`config.mk`:
```
export PLATFORM = sky130hd
export DESIGN_NAME = keypad_scan_ctrl_flat
export DESIGN_NICKNAME = d
export VERILOG_FILES = /design/src/rtl/keypad_scan_if.sv /design/src/rtl/keypad_scan_ctrl.sv /design/src/flat_wrapper.sv
export SDC_FILE = /design/constraint.sdc
export NUM_CORES = 1
export LEC_CHECK = 0
export CORE_ASPECT_RATIO = 1.4
export CORE_MARGIN = 2
export CORE_UTILIZATION = 59
export DETAILED_ROUTE_END_ITERATION = 10
export PLACE_DENSITY = 0.83
export SKIP_CTS_REPAIR_TIMING = 1
export SLEW_MARGIN = 10
export SYNTH_ARGS = -nofsm -noshare
export SYNTH_HDL_FRONTEND = slang
export SYNTH_SLANG_ARGS = --single-unit
export TNS_END_PERCENT = 5
```
`constraint.sdc`:
```
create_clock -name clk -period 2.7 [get_ports clk]
set_input_delay 0.81 -clock clk [delete_from_list [all_inputs] [get_ports clk]]
set_output_delay 0.81 -clock clk [all_outputs]
set_load 0.01 [all_outputs]
```
`src/rtl/keypad_scan_if.sv`:
```
// Keypad pin and key-consumer handshake bundle for keypad_scan_ctrl.
// master is the controller side, slave is the keypad/consumer side.
interface keypad_scan_if;
  logic [3:0] kpr;
  logic [3:0] kpc;
  logic [3:0] key_code;
  logic       key_valid;
  logic       key_ready;
  logic       key_held;
  logic       overrun;
  logic       clr_overrun;

  modport master (
    input  kpr, key_ready, clr_overrun,
    output kpc, key_code, key_valid, key_held, overrun
  );

  modport slave (
    output kpr, key_ready, clr_overrun,
    input  kpc, key_code, key_valid, key_held, overrun
  );
endinterface

```
`src/rtl/keypad_scan_ctrl.sv`:
```
// 4x4 matrix keypad scanner: column strobing, press/release debounce,
// key encoding and valid/ready delivery with sticky overrun.
//
// state    | meaning
// SCAN     | no key seen, rotating the column strobe every SCAN_DIV cycles
// PRESS_DB | column frozen, counting stable cycles of the candidate row
// ACCEPT   | one cycle: publish key_code/key_valid or flag overrun
// HELD     | key reported, waiting for all rows to go idle
// REL_DB   | counting stable idle cycles before resuming the scan
module keypad_scan_ctrl #(
  parameter int unsigned SCAN_DIV = 1000,
  parameter int unsigned DEBOUNCE = 20000
) (
  input  logic          clk,
  input  logic          reset_n,
  keypad_scan_if.master kp
);

  typedef enum logic [2:0] {
    S_SCAN,
    S_PRESS_DB,
    S_ACCEPT,
    S_HELD,
    S_REL_DB
  } state_t;

  localparam int DIV_W = $clog2(SCAN_DIV);
  localparam int DB_W  = $clog2(DEBOUNCE);
  localparam logic [DIV_W-1:0] DIV_LAST = DIV_W'(SCAN_DIV - 1);
  // Exit compare is one below the terminal value so the counter lands on DEBOUNCE-1 as the state changes.
  localparam logic [DB_W-1:0]  DB_EXIT  = DB_W'(DEBOUNCE - 2);

  state_t            state_q, state_d;
  logic [3:0]        kpr_s1, kprs;
  logic [1:0]        col_q, col_d;
  logic [DIV_W-1:0]  div_q, div_d;
  logic [DB_W-1:0]   cnt_q, cnt_d;
  logic [3:0]        cand_q, cand_d;
  logic [3:0]        code_q, code_d;
  logic              valid_q, valid_d;
  logic              held_q, held_d;
  logic              ovr_q, ovr_d;
  logic              idle;
  logic              stable;

  function automatic logic row_single(input logic [3:0] r);
    return (r == 4'b0111) || (r == 4'b1011) || (r == 4'b1101) || (r == 4'b1110);
  endfunction

  function automatic logic [1:0] row_index(input logic [3:0] r);
    logic [1:0] idx;
    idx = 2'd0;
    case (r)
      4'b1011: idx = 2'd1;
      4'b1101: idx = 2'd2;
      4'b1110: idx = 2'd3;
      default: idx = 2'd0;
    endcase
    return idx;
  endfunction

  always_ff @(posedge clk or negedge reset_n) begin
    if (!reset_n) begin
      kpr_s1 <= 4'hF;
      kprs   <= 4'hF;
    end else begin
      kpr_s1 <= kp.kpr;
      kprs   <= kpr_s1;
    end
  end

  assign idle   = (kprs == 4'hF);
  assign stable = (kprs == cand_q) && row_single(kprs);

  always_ff @(posedge clk or negedge reset_n) begin
    if (!reset_n) state_q <= S_SCAN;
    else          state_q <= state_d;
  end

  always_comb begin
    state_d = state_q;
    case (state_q)
      S_SCAN:     if (!idle) state_d = S_PRESS_DB;
      S_PRESS_DB: begin
        if (!stable)              state_d = S_SCAN;
        else if (cnt_q == DB_EXIT) state_d = S_ACCEPT;
      end
      S_ACCEPT:   state_d = S_HELD;
      S_HELD:     if (idle) state_d = S_REL_DB;
      S_REL_DB: begin
        if (!idle)                 state_d = S_HELD;
        else if (cnt_q == DB_EXIT) state_d = S_SCAN;
      end
      default:    state_d = S_SCAN;
    endcase
  end

  always_comb begin
    col_d   = col_q;
    div_d   = div_q;
    cnt_d   = cnt_q;
    cand_d  = cand_q;
    code_d  = code_q;
    valid_d = valid_q;
    held_d  = held_q;
    ovr_d   = ovr_q;
    if (valid_q && kp.key_ready) valid_d = 1'b0;
    if (kp.clr_overrun)          ovr_d   = 1'b0;
    case (state_q)
      S_SCAN: begin
        if (idle) begin
          if (div_q == DIV_LAST) begin
            div_d = '0;
            col_d = col_q + 2'd1;
          end else begin
            div_d = div_q + 1'b1;
          end
        end else begin
          cnt_d  = '0;
          cand_d = kprs;
        end
      end
      S_PRESS_DB: begin
        if (stable) cnt_d = cnt_q + 1'b1;
        else        div_d = '0;
      end
      S_ACCEPT: begin
        held_d = 1'b1;
        // A transfer on this same edge frees the slot, so only an unconsumed key is an overrun.
        if (valid_q && !kp.key_ready) begin
          ovr_d = 1'b1;
        end else begin
          valid_d = 1'b1;
          code_d  = {row_index(cand_q), col_q};
        end
      end
      S_HELD: begin
        if (idle) cnt_d = '0;
      end
      S_REL_DB: begin
        if (idle) begin
          cnt_d = cnt_q + 1'b1;
          if (cnt_q == DB_EXIT) begin
            held_d = 1'b0;
            col_d  = col_q + 2'd1;
            div_d  = '0;
          end
        end
      end
      default: ;
    endcase
  end

  always_ff @(posedge clk or negedge reset_n) begin
    if (!reset_n) begin
      col_q   <= 2'd0;
      div_q   <= '0;
      cnt_q   <= '0;
      cand_q  <= 4'hF;
      code_q  <= 4'd0;
      valid_q <= 1'b0;
      held_q  <= 1'b0;
      ovr_q   <= 1'b0;
    end else begin
      col_q   <= col_d;
      div_q   <= div_d;
      cnt_q   <= cnt_d;
      cand_q  <= cand_d;
      code_q  <= code_d;
      valid_q <= valid_d;
      held_q  <= held_d;
      ovr_q   <= ovr_d;
    end
  end

  assign kp.kpc       = ~(4'b1000 >> col_q);
  assign kp.key_code  = code_q;
  assign kp.key_valid = valid_q;
  assign kp.key_held  = held_q;
  assign kp.overrun   = ovr_q;

endmodule

```
`src/flat_wrapper.sv`:
```
// flat-port wrapper written by rule: the top's interface ports become plain ports
module keypad_scan_ctrl_flat 
#(
  parameter int unsigned SCAN_DIV = 1000,
  parameter int unsigned DEBOUNCE = 20000
)
  (clk, reset_n, kp_kpr, kp_key_ready, kp_clr_overrun, kp_kpc, kp_key_code, kp_key_valid, kp_key_held, kp_overrun);
  keypad_scan_if kp_i ();
  input  logic clk;
  input  logic reset_n;
  input wire logic [$bits(kp_i.kpr)-1:0] kp_kpr;
  input wire logic [$bits(kp_i.key_ready)-1:0] kp_key_ready;
  input wire logic [$bits(kp_i.clr_overrun)-1:0] kp_clr_overrun;
  output wire logic [$bits(kp_i.kpc)-1:0] kp_kpc;
  output wire logic [$bits(kp_i.key_code)-1:0] kp_key_code;
  output wire logic [$bits(kp_i.key_valid)-1:0] kp_key_valid;
  output wire logic [$bits(kp_i.key_held)-1:0] kp_key_held;
  output wire logic [$bits(kp_i.overrun)-1:0] kp_overrun;
  assign kp_i.kpr = kp_kpr;
  assign kp_i.key_ready = kp_key_ready;
  assign kp_i.clr_overrun = kp_clr_overrun;
  assign kp_kpc = kp_i.kpc;
  assign kp_key_code = kp_i.key_code;
  assign kp_key_valid = kp_i.key_valid;
  assign kp_key_held = kp_i.key_held;
  assign kp_overrun = kp_i.overrun;
  keypad_scan_ctrl #(.SCAN_DIV(SCAN_DIV), .DEBOUNCE(DEBOUNCE)) u_core (.clk(clk), .reset_n(reset_n), .kp(kp_i));
endmodule
```
After elaboration in Yosys (flattened, before gate mapping)
Cells that the tools add are included.

Bits in registers: 49. Bits of input ports: 8. Output and inout bits: 11.

$add $sub $neg: 3. Eq/ne operators: 25. Shifts and indexed selects: 1. Mux-type cells: 33. Bitwise gates (word level): 3. Reductions and logical operators: 19.

Operators by type and width (count): 15-bit two-way mux (4); 15-bit one-hot mux with 4 select lines (1); 10-bit two-way mux (5); 10-bit one-hot mux with 3 select lines (1); 4-bit equality test (second input constant) (7); 3-bit two-way mux (6); 15-bit by 1-bit adder with 15-bit output (second input constant) (1); 15-bit equality test (second input constant) (1); 3-bit one-hot mux with 5 select lines (1); 5-bit AND reduction (3); 2-bit by 1-bit != test with 1-bit output (second input constant) (6); 10-bit by 1-bit adder with 10-bit output (second input constant) (1); 10-bit equality test (second input constant) (1); 1-bit two-way mux (8); 2-bit two-way mux (4); 3-bit by 2-bit equality test with 1-bit output (second input constant) (2); 3-bit != test (second input constant) (2); 2-bit one-hot mux with 3 select lines (1); 4-bit by 3-bit equality test with 1-bit output (second input constant) (1); 4-bit equality test (1); 2-bit != test (second input constant) (2); 4-bit NOT (1); 2-bit one-hot mux with 2 select lines (1); 2-bit AND reduction (2); other kinds (15) (21).

Logic depth before layout (Yosys ltp)
Gate-level depths: netlist of the first run.

Depth in word-level cells: 7. Depth in mapped cells: 8. Depth with buffers taken out: 7.

Worst setup path after synthesis of the first run
No wires, ideal clock.

Path kind: reg-to-reg. Start point: register u_core.cnt_q[0]. End point: register u_core.held_q, in the netlist u_core.kp.key_held. Arrival: 2105 ps. Data required time: 2581 ps. Path slack: 476 ps. Stages on the path, launching flop included: 8. Buffers on the path: 0. Period minus slack after synthesis: 2224 ps. Cell sequence: dfrtp_1 > inv_1 > ha_1 > or4bb_1 > or4_4 > or4_1 > a21oi_1 > nor2_1.

Longest elaborated chain between the ends: 3.

RTL lines: start: declaration (RTL line keypad_scan_ctrl.sv:37) `logic [DB_W-1:0] cnt_q, cnt_d;`; start signal: assignment (RTL line keypad_scan_ctrl.sv:167) `cnt_q <= cnt_d;`; 15-bit equality test (RTL line keypad_scan_ctrl.sv:143) `if (cnt_q == DB_EXIT) begin`; 2-bit by 1-bit != test with 1-bit output (no line); 3-bit AND reduction (no line); end signal: assignment (RTL line keypad_scan_ctrl.sv:171) `held_q <= held_d;`; end: declaration (RTL line keypad_scan_ctrl.sv:41) `logic held_q, held_d;`.

No other way between the ends. A chain may end at the register's enable or synchronous reset.

Worst setup path in the final report of the first run
Start point: register u_core.cnt_q[0]. End point: register u_core.div_q[2].

Longest elaborated chain between the ends: 3.

RTL lines: 15-bit equality test (RTL line keypad_scan_ctrl.sv:143); 2-bit by 1-bit != test with 1-bit output (no line); 5-bit AND reduction (no line); end signal: assignment (RTL line keypad_scan_ctrl.sv:166) `div_q <= div_d;`; end: declaration (RTL line keypad_scan_ctrl.sv:36) `logic [DIV_W-1:0] div_q, div_d;`.

No other way between the ends.

==> results of run 1 <==
[cell usage in the layout (no fill, tap or decap), types with 4 or more instances in the layout]
master | Yosys | final
a21oi_1 | 14 | 14
buf_4 | 0 | 5
clkbuf_8 | 1 | 5
clkdlybuf4s50_1 | 0 | 17
dfrtp_1 | 37 | 37
dfstp_2 | 12 | 12
ha_1 | 7 | 7
inv_1 | 15 | 15
mux2i_1 | 14 | 14
nand2_1 | 34 | 34
nand2b_1 | 16 | 16
nand3_1 | 17 | 17
nand4_1 | 5 | 5
nor2_1 | 19 | 19
nor3_1 | 6 | 6
o211ai_1 | 4 | 4
o21ai_0 | 4 | 4
o21ai_1 | 7 | 7
o22a_1 | 4 | 4
xnor2_1 | 5 | 5
xor2_1 | 4 | 4
[area by class of cell]
type                            instances  area (um^2)
Sequential cell                        49         1240
Timing Repair Buffer                   24          233
Fill cell                             348         1430
Inverter                               15         56.3
Clock buffer                            6         93.8
Multi-Input combinational cell        211         1390
Tap cell                               62         77.6
Clock inverter                          2         13.8
[metal layers]
metal / vias up / track usage [%] / part of all wire, %
met3: 7 / 4.42 / 2.3
met1: 1044 / 26.7 / 42
met4: 0 / 11.2 / 2.2
met5: - / 0 / 0
met2: 38 / 38.7 / 53
li1: 1063 / - / -
[logic make-up (layout without fill, tap and decap cells)]
logic type | after synthesis | count (layout)
buffers and inverters | 27 | 47
muxes | 17 | 17
xor gates and xnor gates | 9 | 9
DFF | 49 | 49
and+or+nand+nor | 118 | 118
AOI/OAI and AO/OA | 60 | 60
adders and majority gates | 7 | 7
[state kept, by name, summed over array words and instances, names as in the netlist]
register             count
u_core.div_q            10
u_core.kp.key_code       4
u_core.cnt_q            15
u_core.kpr_s1            4
u_core.kp.overrun        1
u_core.kp.key_valid      1
u_core.col_q             2
u_core.state_q           3
u_core.cand_q            4
u_core.kprs              4
u_core.kp.key_held       1
[report_power, final]
group          switching [W]  internal [W]
registers           0.000102      0.000840
logic               0.000395      0.000267
clock network       0.000254      0.000241
total               0.000750       0.00135
[path summary, 6_finish.rpt]
kind | start | to | cells past startpoint
max reg2reg | u_core.cnt_q[0] | u_core.div_q[2] | 8
min | u_core.kpr_s1[2] | u_core.kprs[2] | 0
max | u_core.cnt_q[0] | u_core.div_q[2] | 8
min in group asynchronous | reset_n | u_core.cnt_q[9] | 2
min reg2reg | u_core.kpr_s1[2] | u_core.kprs[2] | 0
max in group asynchronous | reset_n | u_core.kprs[0] | 2
[Yosys cell counts (2+ instances only)]
master / count / share of area (%)
inv_1: 15 / 2.0
nor3_1: 6 / 1.1
clkbuf_1: 7 / 0.95
or4bb_1: 2 / 0.81
o21ai_1: 7 / 1.3
a211o_1: 2 / 0.63
buf_2: 2 / 0.36
a32oi_1: 2 / 0.63
nand2b_1: 16 / 3.6
o31ai_1: 3 / 0.81
or4_1: 2 / 0.54
a21oi_1: 14 / 2.5
nor4_1: 2 / 0.45
dfstp_2: 12 / 11
o22a_1: 4 / 1.3
nor2_1: 19 / 2.6
and3_1: 3 / 0.68
mux2_1: 3 / 1.2
or4_4: 3 / 1.2
o21ai_0: 4 / 0.72
nor4_2: 2 / 0.90
xor2_1: 4 / 1.3
nand2_1: 34 / 4.6
nand4_1: 5 / 1.1
nand3_1: 17 / 3.1
a32o_1: 2 / 0.72
a211oi_1: 2 / 0.54
ha_1: 7 / 3.2
o22ai_1: 2 / 0.45
o31ai_2: 3 / 1.4
mux2i_1: 14 / 5.1
xnor2_1: 5 / 1.6
and4_1: 2 / 0.63
o211ai_1: 4 / 1.1
a31oi_1: 2 / 0.45
dfrtp_1: 37 / 33
[stage by stage]
stage	hold slack [ns]	total power, W	instances
after CTS	0.364	0.00211	369
after global placement	0.346	0.00159	361
after global routing	0.366	0.00225	369
after detailed placement	0.350	0.00162	361
final	0.362	0.00210	369
after floorplan	0.345	0.00147	287
==> key figures, run 1 <==
Timing
  • Final Setup Violations: 0
  • Max_slew headroom: roughly half
  • F_max: about 0.42 GHz
  • Fin crit share: 88.7%
  • Sum Neg Setup Slack: 0 ns
  • Unrepaired setup endpoints after global routing: false
  • Clock period minus worst slack: 2.39 ns
  • Min setup slack post-route: 0.306 ns
  • Clock skew: 0.0109 ns
  • Final Hold Fails: 0
  • Final max-slew violation count: 0
  • Worst-Margin Slew: 0.756 ns

Setup path
  • Worst-path maximum fanout: 8
  • CP cell instances: inv_1, ha_1, or4bb_1, nor4_2, o22ai_1, buf_4, o31a_1, a31o_1
  • Setup Crit Path Kind: register to register
  • Slowest CP cell: or4bb_1
  • Kind of end point of the critical path: register
  • R2R setup slack: 0.31 ns
  • Max incr delay on CP: 0.54 ns
  • Family with the most delay on the worst path: simple AND/OR/NAND/NOR gates
  • Critical path required time: 2.90 ns
  • Worst Path Arrival: roughly 2.6 ns
  • CP Launch Type: register
  • Buffer and inverter count on the worst path: 2

Global route
  • Vias in the first global route: roughly 2,100
  • GRT Total Usage: 22.9%
  • Global-route wire length before repair: roughly 9000 um
  • GRT overflow: 0
  • Largest net degree at the start of global routing: 50
  • Initial antenna violation count: 0

CTS
  • Clock transition at the registers of the reported paths: 0.09 ns
  • Clock sink total: roughly 50
  • CTS max path bufs: 2
  • CTS HTree Levels: 2
  • TritonCTS Buffers: 5
  • CTS tree: done
  • Clock latency on the worst-skew pair: between 0.3 and 0.4 ns
  • Root Driver: clkbuf_8

Drt
  • Drt first-iter violations: 114
  • WL per Instance: 14.1 um
  • DR vias/cell: 5.83
  • Vias: 2,152
  • Final wirelength: 5220 um
  • DR DRC count: 0
  • Drt pass-1 iters: 4
  • Final ANT Viol Nets: 0

Final layout
  • Final Util: 68.5%
  • Layout area overhead: 12.2%
  • Diode count: 0
  • Final instance area: between 0.003 and 0.004 mm^2
  • Final Net Count: ~320
  • Share of cells above drive strength 1: 11.4%

Die
  • Row cnt: 29
  • Overall die width: ~62 um
  • Starting Density: 61.0%
  • Die area: 0.00526 mm^2
  • # IOs: 19
  • Core area: 0.00454 mm^2
  • Die extent in y: 85.1 um

Pwr
  • VDD IR-drop max: roughly 0.46 mV
  • Pwr dens: 675 mW/mm^2
  • Leakage: 1.26 nW

Yosys
  • Synth Area in XOR/XNOR: 2.85%
  • Sequential share of the synthesized area: about 45%
  • Post-synthesis simple-gate area fraction: between 20 and 25%
  • Synth Area in Compound Gates: 15.3%
  • Gate Count Post-Synth: about 290
  • Syn_area_per_cell: 9.65 um^2
  • Syn. warnings: 0
  • Post-synth top flop: dfrtp_1
  • Synth Net Count: 302
  • Post-synth EDFFs: 0
  • Mapped Area: 0.00277 mm^2
  • Synthesized flop and latch total: a little under 50
  • Largest family of logic cells by synthesized area: simple AND/OR/NAND/NOR gates
  • Yosys cell types: 53
  • Post-synthesis mux area share: 6.28%
  • Adder-Cell Fraction of Synth Area: between 3 and 4%
  • Async SR Flop Fraction: 100%

Worst hold path
  • Min-delay worst type: register to register

Run
  • Max Cap Viol: 0

Status
  • Status: finished, final reports clean

Placement
  • Setup slack at placement: 0.307 ns
  • Final GP Congestion: between 0.8 and 0.9
  • Post-DP HPWL: between 3000 and 4000 um
  • I/O Buffers: 18
  • Post-DP Area: 0.00300 mm^2
Power figures use the tool's default switching activity.
==> run 2, diff against run 1 <==
--- a/config.mk
+++ b/config.mk
@@ -6,7 +6,7 @@
 export NUM_CORES = 1
 export LEC_CHECK = 0
 export CORE_ASPECT_RATIO = 1.4
-export CORE_MARGIN = 2
+export CORE_MARGIN = 4
 export CORE_UTILIZATION = 59
 export DETAILED_ROUTE_END_ITERATION = 10
 export PLACE_DENSITY = 0.83
==> run 2 against run 1 <==
  * Flip-flop and latch count stayed put
  * Design area is 0.68% lower
  * Total power is 2.8% lower
  * Fmax is 0.44% higher
  * Clock skew hardly changed
  * Wire length is 0.77% higher
  * Setup slack better by 0.011 ns
  * Final cell count is 0.27% higher
  * Clock power is 13% lower
  * Count of clock-buffer cells in the layout is 1 lower
  * Via count is 0.93% higher
  * Register-to-register slack hardly changed
==> key figures, run 2 (same netlist as run 1, synthesis figures left out) <==
Timing
  • Sum Neg Setup Slack: 0 ns (unchanged)
  • Clock period minus worst slack: 2.38 ns (-0.0105 ns)
  • Fin crit share: 88.3% (-0.39 points)
  • Final max-slew violation count: 0 (unchanged)
  • Clock skew: 0.0105 ns (-0.000315 ns)
  • Worst-Margin Slew: 0.745 ns (-0.0106 ns)
  • Max_slew headroom: 50.3% (+0.71 points)
  • Final Hold Fails: 0 (unchanged)
  • F_max: 0.420 GHz (+0.44%)
  • Final Setup Violations: 0 (unchanged)
  • Unrepaired setup endpoints after global routing: false

Drt
  • Vias: 2,172 (+0.93%)
  • DR vias/cell: 5.87 (+0.66%)
  • DR DRC count: 0 (unchanged)
  • Drt pass-1 iters: 4 (unchanged)
  • Final ANT Viol Nets: 0 (unchanged)
  • Final wirelength: 5260 um (+0.77%)
  • Drt first-iter violations: 181 (+59%)
  • WL per Instance: 14.2 um (+0.49%)

Final layout
  • Register Area: 0.00124 mm^2 (unchanged)
  • Layout area overhead: 11.4%
  • # fillers: 362 (+4.0%)
  • Share of cells above drive strength 1: 11.7% (+0.29 points)
  • Commonest non-fill, non-tap cell in the layout: dfrtp_1
  • Final Net Count: 322 (+0.31%)
  • Area of the multi-input gates: 0.00139 mm^2 (unchanged)
  • Top Registers: u_core.cnt_q (15), u_core.div_q (10)
  • Max reg flops: 15 (unchanged)
  • Top reg by flops: u_core.cnt_q
  • Most frequent cells in the layout: dfrtp_1, nand2_1, nor2_1
  • Final instance area: 0.00309 mm^2 (-0.68%)
  • Diode count: 0 (unchanged)
  • Final Non-Filler Cells: 370 (+0.27%)

Placement
  • I/O Buffers: 18 (unchanged)
  • Post-DP Area: 0.00299 mm^2 (-0.17%)
  • Placed cells: 362 (+0.28%)
  • Final GP Congestion: 0.885 (+10%)
  • Post-DP HPWL: 3920 um (+5.0%)

Global route
  • Vias in the first global route: 2,117 (+0.52%)
  • GRT Total Usage: 20.6% (-2.3 points)
  • Initial antenna violation count: 0 (unchanged)
  • GRT overflow: 0 (unchanged)
  • Largest net degree at the start of global routing: 32 (-36%)
  • Global-route wire length before repair: 9440 um (+4.4%)

Setup path
  • CP endpoint: u_core.div_q[7]
  • Kind of end point of the critical path: register
  • Worst path depth: 7 (-1)
  • Slowest CP cell: or4bb_1
  • Critical path required time: 2.91 ns (about the same)
  • Setup Crit Path Kind: register to register
  • Worst Path Arrival: 2.60 ns (about the same)
  • Worst-path maximum fanout: 7 (-1)
  • Reg-to-reg startpoint: u_core.cnt_q[0]
  • Worst r2r path cells: 7 (-1)
  • Max incr delay on CP: 0.54 ns (about the same)
  • CP cell instances: inv_1, ha_1, or4bb_1, nor4_2, o22ai_1, or4_4, o31ai_2
  • Family with the most delay on the worst path: simple AND/OR/NAND/NOR gates
  • Reg-to-reg endpoint: u_core.div_q[7]
  • Critical path origin: u_core.cnt_q[0]
  • Buffer and inverter count on the worst path: 1 (-1)
  • R2R setup slack: 0.32 ns (about the same)
  • CP Launch Type: register

CTS
  • CTS max path bufs: 2 (unchanged)
  • CTS tree: done
  • Clock sink total: 49 (unchanged)
  • Clock transition at the registers of the reported paths: 0.09 ns (about the same)
  • CTS HTree Levels: 2 (unchanged)
  • Clock latency on the worst-skew pair: 0.31 ns (about the same)
  • TritonCTS Buffers: 5 (unchanged)
  • Root Driver: clkbuf_8

Pwr
  • Total power: 0.00204 W (-2.8%)
  • Pwr dens: 661 mW/mm^2 (-2.1%)
  • Leakage: 1.25 nW (-0.67%)
  • VDD IR-drop max: 0.407 mV (-11%)

Die
  • Die area: 0.00587 mm^2 (+11%)
  • Overall die width: 65.9 um (+6.5%)
  • Starting Density: 61.0% (unchanged)
  • Row cnt: 29 (unchanged)
  • # IOs: 19 (unchanged)
  • Core area: 0.00454 mm^2 (unchanged)
  • Die extent in y: 89.1 um (+4.7%)

Worst hold path
  • Min-delay worst type: register to register

Run
  • Max Cap Viol: 0 (unchanged)

Status
  • Status: finished, final reports clean
run 2: worst min-delay path by stage:
stage	from	end	slack, ns	depth (start not counted)
final	u_core.kpr_s1[3]	u_core.kprs[3]	0.36	0
after global placement	u_core.kpr_s1[0]	u_core.kprs[0]	0.35	0
after CTS	u_core.kpr_s1[0]	u_core.kprs[0]	0.36	0
after detailed placement	u_core.kpr_s1[0]	u_core.kprs[0]	0.35	0
after global routing	u_core.kpr_s1[3]	u_core.kprs[3]	0.36	0
after floorplan	u_core.kpr_s1[0]	u_core.kprs[0]	0.35	0
run 2: cell type report:
cell class	instances	share of cell area (%)
Inverter	15	1.82
Clock inverter	3	0.730
Sequential cell	49	40.2
Clock buffer	5	2.23
Tap cell	62	2.51
Timing Repair Buffer	25	7.38
Multi-Input combinational cell	211	45.1
run 2: worst register-to-register path, cell delays in order (launching register included):
cell and delay, ns:
dfrtp_1 0.42, inv_1 0.07, ha_1 0.13, or4bb_1 0.54
nor4_2 0.24, o22ai_1 0.21, or4_4 0.51, o31ai_2 0.19
run 2: layer usage:
layer	up-vias	track usage [%]	share of wire (%)
met5	-	0	0
met1	1044	25.0	43
li1	1069	-	-
met2	47	35.1	52
met4	0	10.0	2.3
met3	12	3.65	3.6
run 2: power by group:
group	internal [W]	switching (W)
Clock	0.000184	0.000249
Sequential	0.000840	0.000112
Combinational	0.000266	0.000389
run 2: through the flow:
stage	hold WS, ns	worst slack [ns]	util [%]
2_1_floorplan	0.345	0.476	-
3_3_place_gp	0.346	0.397	66.0
3_5_place_dp	0.349	0.313	66.0
4_1_cts	0.363	0.300	68.0
5_1_grt	0.364	0.144	68.0
6_report	0.360	0.317	68.0
